<file path="src/rtl/pk_vault_ctrl.sv">
// Password-keeper controller: boots the CAM from flash, then serves lookup/store requests.
// Moore outputs decoded from state; engines and CAM are waited on with bounded counters, no backpressure.
module pk_vault_ctrl #(
    parameter int ADDR_W  = 4,
    parameter int DEPTH   = 16,
    parameter int CAM_LAT = 1,
    parameter int TMO_W   = 8
) (
    input  logic              clk,
    input  logic              rst_n,
    input  logic              go,
    input  logic              op,
    input  logic [ADDR_W:0]   boot_cnt,
    input  logic              match,
    input  logic [ADDR_W-1:0] match_addr,
    input  logic              enc_done,
    input  logic              dec_done,
    output logic [ADDR_W-1:0] addr,
    output logic [ADDR_W:0]   count,
    output logic              full,
    output logic              cam_start,
    output logic              cam_write_en,
    output logic              flash_write_en,
    output logic              start_enc,
    output logic              start_dec,
    output logic              flash_or_acc_sel,
    output logic              flash_or_acc_reg,
    output logic              pass_enc_reg,
    output logic              plain_reg,
    output logic              flash_pass_reg,
    output logic              local_master_sel,
    output logic              local_master_reg,
    output logic              out_reg,
    output logic              busy,
    output logic              done,
    output logic [1:0]        err
);
    localparam int CW = ADDR_W + 1;
    localparam logic [CW-1:0]    DEPTH_C  = CW'(DEPTH);
    localparam logic [3:0]       CAM_LAST = 4'(CAM_LAT - 1);
    localparam logic [TMO_W-1:0] TMO_LAST = {{(TMO_W-1){1'b1}}, 1'b0};

    typedef enum logic [4:0] {
        RST_ST, BOOT_CHK, BOOT_LOAD, BOOT_NEXT, IDLE, LOOKUP, CAM_WAIT,
        HIT, DEC_START, DEC_WAIT, ENC_M, ENC_M_WAIT,
        MISS, ENC_N, ENC_N_WAIT, WRITE, OUT
    } state_t;

    state_t            r_state;
    state_t            w_next;
    // Address is one bit wider than the port so boot can count up to a full 2^ADDR_W table.
    logic [CW-1:0]     r_addr;
    logic [CW-1:0]     r_count;
    logic [1:0]        r_err;
    logic              r_op;
    logic [3:0]        r_cam_cnt;
    logic [TMO_W-1:0]  r_tmo;
    logic              w_err_ld;
    logic [1:0]        w_err_val;
    logic              w_full;
    logic              w_cam_last;
    logic              w_tmo_last;
    logic [CW-1:0]     w_boot_n;

    assign w_boot_n   = (boot_cnt > DEPTH_C) ? DEPTH_C : boot_cnt;
    assign w_full     = (r_count == DEPTH_C);
    assign w_cam_last = (r_cam_cnt == CAM_LAST);
    // Leaving after the last count value means the engine got 2^TMO_W-1 cycles.
    assign w_tmo_last = (r_tmo == TMO_LAST);

    assign addr  = r_addr[ADDR_W-1:0];
    assign count = r_count;
    assign full  = w_full;
    assign err   = r_err;

    always_comb begin
        w_next    = r_state;
        w_err_ld  = 1'b0;
        w_err_val = 2'd0;
        case (r_state)
            RST_ST:    w_next = BOOT_CHK;
            BOOT_CHK:  w_next = (r_addr < r_count) ? BOOT_LOAD : IDLE;
            BOOT_LOAD: w_next = BOOT_NEXT;
            BOOT_NEXT: w_next = BOOT_CHK;
            IDLE:      if (go) w_next = LOOKUP;
            LOOKUP:    w_next = CAM_WAIT;
            CAM_WAIT: begin
                if (w_cam_last) begin
                    if (match) begin
                        w_next = HIT;
                    end else if (r_op) begin
                        w_next = OUT; w_err_ld = 1'b1; w_err_val = 2'd1;
                    end else if (w_full) begin
                        w_next = OUT; w_err_ld = 1'b1; w_err_val = 2'd2;
                    end else begin
                        w_next = MISS;
                    end
                end
            end
            HIT:       w_next = DEC_START;
            DEC_START: w_next = DEC_WAIT;
            DEC_WAIT: begin
                if (dec_done) begin
                    w_next = ENC_M;
                end else if (w_tmo_last) begin
                    w_next = OUT; w_err_ld = 1'b1; w_err_val = 2'd3;
                end
            end
            ENC_M:     w_next = ENC_M_WAIT;
            ENC_M_WAIT: begin
                if (enc_done) begin
                    w_next = OUT; w_err_ld = 1'b1; w_err_val = 2'd0;
                end else if (w_tmo_last) begin
                    w_next = OUT; w_err_ld = 1'b1; w_err_val = 2'd3;
                end
            end
            MISS:      w_next = ENC_N;
            ENC_N:     w_next = ENC_N_WAIT;
            ENC_N_WAIT: begin
                if (enc_done) begin
                    w_next = WRITE;
                end else if (w_tmo_last) begin
                    w_next = OUT; w_err_ld = 1'b1; w_err_val = 2'd3;
                end
            end
            WRITE: begin
                w_next = OUT; w_err_ld = 1'b1; w_err_val = 2'd0;
            end
            OUT:       w_next = IDLE;
            default:   w_next = RST_ST;
        endcase
    end

    always_comb begin
        cam_start        = 1'b0;
        cam_write_en     = 1'b0;
        flash_write_en   = 1'b0;
        start_enc        = 1'b0;
        start_dec        = 1'b0;
        flash_or_acc_sel = 1'b0;
        flash_or_acc_reg = 1'b0;
        pass_enc_reg     = 1'b0;
        plain_reg        = 1'b0;
        flash_pass_reg   = 1'b0;
        local_master_sel = 1'b0;
        local_master_reg = 1'b0;
        out_reg          = 1'b0;
        done             = 1'b0;
        busy             = (r_state != IDLE) && (r_state != RST_ST);
        case (r_state)
            BOOT_LOAD:  begin cam_write_en = 1'b1; flash_or_acc_reg = 1'b1; end
            LOOKUP:     begin flash_or_acc_sel = 1'b1; flash_or_acc_reg = 1'b1; end
            CAM_WAIT:   cam_start = (r_cam_cnt == 4'd0);
            HIT:        pass_enc_reg = 1'b1;
            DEC_START:  start_dec = 1'b1;
            DEC_WAIT:   plain_reg = 1'b1;
            ENC_M:      begin start_enc = 1'b1; local_master_sel = 1'b1; local_master_reg = 1'b1; end
            MISS:       begin plain_reg = 1'b1; local_master_reg = 1'b1; end
            ENC_N:      start_enc = 1'b1;
            ENC_N_WAIT: flash_pass_reg = 1'b1;
            WRITE:      begin flash_write_en = 1'b1; cam_write_en = 1'b1; flash_or_acc_reg = 1'b1; end
            OUT:        begin out_reg = 1'b1; done = 1'b1; end
            default:    ;
        endcase
    end

    always_ff @(posedge clk or negedge rst_n) begin
        if (!rst_n) begin
            r_state   <= RST_ST;
            r_addr    <= '0;
            r_count   <= '0;
            r_err     <= 2'd0;
            r_op      <= 1'b0;
            r_cam_cnt <= 4'd0;
            r_tmo     <= '0;
        end else begin
            r_state   <= w_next;
            if (w_err_ld) r_err <= w_err_val;
            r_cam_cnt <= (r_state == CAM_WAIT) ? r_cam_cnt + 4'd1 : 4'd0;
            // Any state change clears the time-out count, so each wait state starts from zero.
            r_tmo     <= (w_next == r_state) ? r_tmo + 1'b1 : '0;
            case (r_state)
                RST_ST: begin
                    r_count <= w_boot_n;
                    r_addr  <= '0;
                end
                BOOT_CHK:  if (w_next == IDLE) r_addr <= '0;
                BOOT_NEXT: r_addr <= r_addr + 1'b1;
                IDLE:      if (go) r_op <= op;
                CAM_WAIT: begin
                    if (w_next == HIT)       r_addr <= CW'(match_addr);
                    else if (w_next == MISS) r_addr <= r_count;
                end
                WRITE:     if (!w_full) r_count <= r_count + 1'b1;
                default:   ;
            endcase
        end
    end
endmodule
</file>
<file path="config.mk">
export PLATFORM = sky130hd
export DESIGN_NAME = pk_vault_ctrl
export DESIGN_NICKNAME = d
export VERILOG_FILES = /design/src/rtl/pk_vault_ctrl.sv
export SDC_FILE = /design/constraint.sdc
export NUM_CORES = 1
export LEC_CHECK = 0
export BUFFER_PORTS_ARGS = -buffer_cell sky130_fd_sc_hd__buf_2
export CAP_MARGIN = 10
export CORE_ASPECT_RATIO = 1.2
export CORE_UTILIZATION = 40
export DETAILED_ROUTE_END_ITERATION = 10
export SLEW_MARGIN = 20
export SYNTH_ARGS = -nofsm -noshare
export SYNTH_HDL_FRONTEND = slang
export SYNTH_SLANG_ARGS = --single-unit
</file>
<file path="constraint.sdc">
create_clock -name clk -period 2.7 [get_ports clk]
set_input_delay 0.27 -clock clk [delete_from_list [all_inputs] [get_ports clk]]
set_output_delay 0.27 -clock clk [all_outputs]
set_load 0.01 [all_outputs]
</file>
Yosys cells after proc, flatten, opt, wreduce, memory -nomap -nowiden
Index checks and enable logic that the tools add are counted.
{ "classes": {"reduce_logical": 16, "n_eq_ne": 26, "n_mux": 50, "order_cmp": 2, "n_addsub": 4} }
{ "op_table": {"columns": ["operator", "count"], "rows": [
  ["$pmux W5 S16", 1],
  ["$mux W5", 14],
  ["$eq A5 B4 Y1 const B", 9],
  ["$eq A5 B3 Y1 const B", 6],
  ["$mux W1", 21],
  ["$pmux W5 S4", 1],
  ["$mux W2", 7],
  ["$reduce_or A2 Y1", 6],
  ["$add A5 B1 Y5 const B", 2],
  ["$eq A5 B2 Y1 const B", 2],
  ["$eq A5 B5 Y1 const B", 2],
  ["$pmux W5 S2", 1],
  ["$add A8 B1 Y8 const B", 1],
  ["$eq A8 B8 Y1 const B", 1],
  ["$mux W8", 1],
  ["$pmux W2 S3", 1],
  ["$eq A5 B1 Y1 const B", 1],
  ["$eq A5 B5 Y1", 1],
  ["$gt A5 B5 Y1 const B", 1],
  ["$logic_not A5 Y1", 1],
  ["$lt A5 B5 Y1", 1],
  ["$ne A5 B3 Y1 const B", 1],
  ["$pmux W1 S5", 1],
  ["$reduce_bool A5 Y1", 1],
  ["12 further kinds", 14]
]} }
{ "word_totals": {"word_cells": 105, "out_inout_bits": 27, "reg_bits": 30, "input_bits": 16} }

Longest topological paths before layout
{ "logic_depth": {"word_depth": 10, "ltp_mapped": 9, "mapped_depth_nobuf": 8} }

Worst setup path after synthesis
No wires, ideal clock.
{ "synth_path": {"path_type": "register -> register", "startpoint": "register r_count[0] (netlist: count[0])", "endpoint": "register r_tmo[3]", "n_path_buf": 1, "arrival_time_ns": 2.226, "period_less_slack_ns": 2.366, "path_slack_ns": 0.334, "setup_time_ns": 0.140, "stages_incl_launch_ff": 10, "t_required_ns": 2.560, "path_cell_list": "dfrtp_1 inv_1 ha_1 nor4bb_1 nor2_1 o32a_1 o211ai_1 clkbuf_1 or4_1 nor2_1"} }
{ "synth_via": {"elab_chain_cells": 8, "word_cells_on_any_way": 10, "cone_classes": "order compare (1); eq/ne (2); mux (7)"} }
{ "synth_lines": {"columns": ["element", "line_no", "text"], "rows": [
  ["start: declaration", "53", "logic [CW-1:0] r_count;"],
  ["start signal: assignment", "184", "r_count <= w_boot_n;"],
  ["start signal: assignment", "194", "WRITE: if (!w_full) r_count <= r_count + 1'b1;"],
  ["$eq A5 B5 Y1", "66", "assign w_full = (r_count == DEPTH_C);"],
  ["named net full", "20", "output logic full,"],
  ["$mux W5", "93", "end else if (w_full) begin"],
  ["$mux W5", "91", "end else if (r_op) begin"],
  ["$mux W5", "89", "if (match) begin"],
  ["$mux W5", "88", "if (w_cam_last) begin"],
  ["$pmux W5 S16", "80", "case (r_state)"],
  ["named net w_next[4]", "50", "state_t w_next;"],
  ["$eq A5 B5 Y1", "181", "r_tmo <= (w_next == r_state) ? r_tmo + 1'b1 : '0;"],
  ["$mux W8", "181", null],
  ["end signal: assignment", "181", null],
  ["end: declaration", "57", "logic [TMO_W-1:0] r_tmo;"]
]} }
The timed path passes the listed nets, and every way through them passes these cells.
A chain may end at the register's enable or synchronous reset.

Final worst setup path
{ "layout_path": {"startpoint": "register r_count[0] (netlist: count[0])", "endpoint": "register r_addr[1]"} }
{ "layout_via": {"elab_chain_cells": 9, "word_cells_on_any_way": 16, "cone_classes": "order compare (1); eq/ne (6); mux (8); reduce/logical (1)"} }
{ "layout_lines": {"columns": ["element", "line_no", "text"], "rows": [
  ["$eq A5 B5 Y1", "66", null],
  ["$mux W5", "93", null],
  ["$mux W5", "91", null],
  ["$mux W5", "89", null],
  ["$mux W5", "88", null],
  ["$pmux W5 S16 *", "80", null],
  ["$eq A5 B3 Y1, or another cell as far along", "191", "if (w_next == HIT) r_addr <= CW'(match_addr);"],
  ["$mux W5, or another cell as far along", "191", null],
  ["$pmux W5 S4 or $reduce_and A3 Y1 (tied branches)", null, null],
  ["end signal: assignment", "188", "BOOT_NEXT: r_addr <= r_addr + 1'b1;"],
  ["end signal: assignment", "191", null],
  ["end signal: assignment", "192", "else if (w_next == MISS) r_addr <= r_count;"],
  ["end: declaration", "52", "logic [CW-1:0] r_addr;"]
]} }
Every way passes the cells marked *; elsewhere a longest branch is shown, timed or not.

==> qor.csv <==
metric,value,unit
Synth area leader,dfrtp_1,
Sum Neg Setup Slack,0,ns
largest net degree at the start of global routing,31,
die width,71.5,um
share of the synthesized area in the top cell type,0.324,
worst skew pair latency,0.29,ns
Top Ports,43,
clock root cell,clkbuf_8,
WL/cell,15.5,um
Nets,356,
distinct cell type count after synthesis,57,
final WL,6.12,mm
Worst setup SP type,flop,
diodes inserted,0,
RSZ-0062 raised after global routing,no,
initial core utilization,0.412,
Setup-failing EPs final,0,
PD cells,1040,nW/um2
CTS Hold Bufs,0,
CTS max path bufs,2,
Post-synth EDFFs,0,
DR vias/cell,5.66,
drt first pass iters,4,
Worst Path Max Fanout,6,
layout cells sized above 1,0.245,
most numerous cell in the Yosys netlist,nor2_1,
total power,2.84,mW
Layout area overhead,18.4,%
post-placement cell area,2630,um2
initial antenna violation count,0,
Lkg Pwr,1.31,nW
first-pass GRT wire length,10.1,mm
CTS resizes,0,
Die Y,85.4,um
Rows,30,
"antenna viol nets, final",0,
Final min period,2.57,ns
WS Path Type,flop to flop,
cts bufs inserted,5,
max-cap check violation count,0,
#FFs+latches synth,30,
H-Tree Depth,2,
die footprint,6100,um2
post-route design area,2740,um2
CP arrival,2.74,ns
DR vias,2229,
total grt overflow,0,
Worst-path clk slew,0.07,ns
final worst slack,0.132,ns
synthesized area per cell,8.22,um2
outcome,completed,
Hold Path Class,input port to asynchronous set/reset pin,
Synth area leaders,"dfrtp_1, ha_1, nor2_1",
synthesis warning total,0,
ys flop type,dfrtp_1,
worst-case clock skew,0.00465,ns
pre-CTS setup slack,0.195,ns
CP Capture Type,flop,
Mapped Area,2320,um2
hold_ws,0.0269,ns
endpoints failing hold,0,
fmax,0.389,GHz
Synthesized Nets,309,
"Slew Viols, Final",0,
post-route clock period utilization,0.951,
fill count,550,
required time of the critical path,2.87,ns
clk sinks,30,
maximum VDD drop,0.000370,V
CTS tree,yes,
Worst Tran Pin Value,0.778,ns
drc violations,0,
core area,5630,um2
HPWL after DPL,4.62,mm
IO Port Bufs,42,
gate count of the mapped netlist,282,
vias in the first global route,2120,
Rel. slew slack,0.474,
Post-CTS Setup Repair Bufs,0,
register area share after synthesis,0.324,
async set-or-reset flop fraction in the synthesized netlist,1.00,
All-Layer GR Usage,0.213,
drt first-iter violations,181,
routability congestion estimate,0.934,
Post-synth top cells,"nor2_1, dfrtp_1, a21oi_1, nand2_1, inv_1",
-- per-layer routing --
layer | up-vias | track usage | routed length, um | part of all wire
met1 | 1046 | 0.284 | 2810 | 0.46
met5 | - | 0 | 0 | 0
met4 | 0 | 0.0838 | 133 | 0.022
met3 | 16 | 0.0392 | 292 | 0.048
met2 | 60 | 0.342 | 2890 | 0.47
li1 | 1107 | - | - | -
-- path summary, 6_finish.rpt --
check | endpoint | cells past startpoint | slack, ns | startpoint
setup / recovery | r_addr[1] | 7 | 0.13 | count[0]
hold / removal | r_cam_cnt[2] | 1 | 0.03 | rst_n
setup reg to reg | r_addr[1] | 7 | 0.13 | count[0]
hold reg to reg | r_cam_cnt[0] | 1 | 0.49 | r_cam_cnt[0]
max in group asynchronous | r_tmo[5] | 1 | 2.20 | rst_n
min in group clk | count[1] | 3 | 0.21 | boot_cnt[1]
-- sequential cells by signal, summed over array words and instances, names as in the netlist --
signal / cells
r_op: 1
err: 2
r_tmo: 8
count: 5
r_state: 5
r_cam_cnt: 4
r_addr: 5
-- kinds of logic after synthesis --
| kind of cell | after synthesis | synth area share |
|---|---|---|
| compound gates | 71 | 0.201 |
| xor+xnor | 11 | 0.0416 |
| fa+ha+maj | 11 | 0.0594 |
| buf+inv | 35 | 0.0702 |
| flops | 30 | 0.324 |
| mux | 6 | 0.0286 |
| simple gates | 118 | 0.275 |
-- report_power, final --
part	internal [mW]	leakage [nW]	switching [mW]
Sequential	0.569	0.394	0.213
Clock	0.274	0.0504	0.195
Combinational	0.681	0.862	0.908
Total	1.52	1.31	1.32
-- stage by stage --
step,utilization,cells
after floorplan,-,282
after global placement,0.467,386
after detailed placement,0.467,386
after CTS,0.487,394
after global routing,0.487,394
final,0.487,394
-- critical path, cell delays in order (launching register included) --
cell      delay (ns)
dfrtp_1         0.45
inv_1           0.14
ha_1            0.15
nor4bb_1        0.62
nor2_1          0.22
a21oi_1         0.38
nor2_1          0.17
mux2_2          0.31
-- layout by cell type, fill, tap and decap left out, types with 2 or more instances in the layout --
cell type / n
buf_2: 42
nor2_1: 35
dfrtp_1: 30
nand2_1: 19
a21oi_1: 19
inv_1: 17
buf_4: 16
o21ai_0: 15
ha_1: 11
nand2b_1: 9
xor2_1: 9
nor3_1: 7
or4_1: 7
o22ai_1: 6
nand3_1: 6
mux2_2: 5
and3_1: 5
clkbuf_8: 5
a31oi_1: 4
o31ai_1: 4
and4_1: 3
nand4_1: 3
nor2b_1: 3
nor3b_1: 3
o32a_1: 3
nand3b_1: 2
or3_4: 2
a21o_1: 2
and3b_2: 2
a22oi_1: 2
a221oi_1: 2
or2_2: 2
nor4_1: 2
xnor2_1: 2
or3_1: 2
a2bb2oi_1: 2
clkinvlp_4: 2
-- layout make-up --
cell class / instances / area (um2) / share of cell area
multi-input combinational: 217 / 1400 / 0.512
sequential: 30 / 751 / 0.274
clock inverter: 3 / 45.0 / 0.0164
inverter: 17 / 63.8 / 0.0233
clock buffer: 5 / 68.8 / 0.0251
tap: 64 / 80.1 / 0.0292
timing repair buffer: 58 / 330 / 0.120
Power figures use the tool's default switching activity.
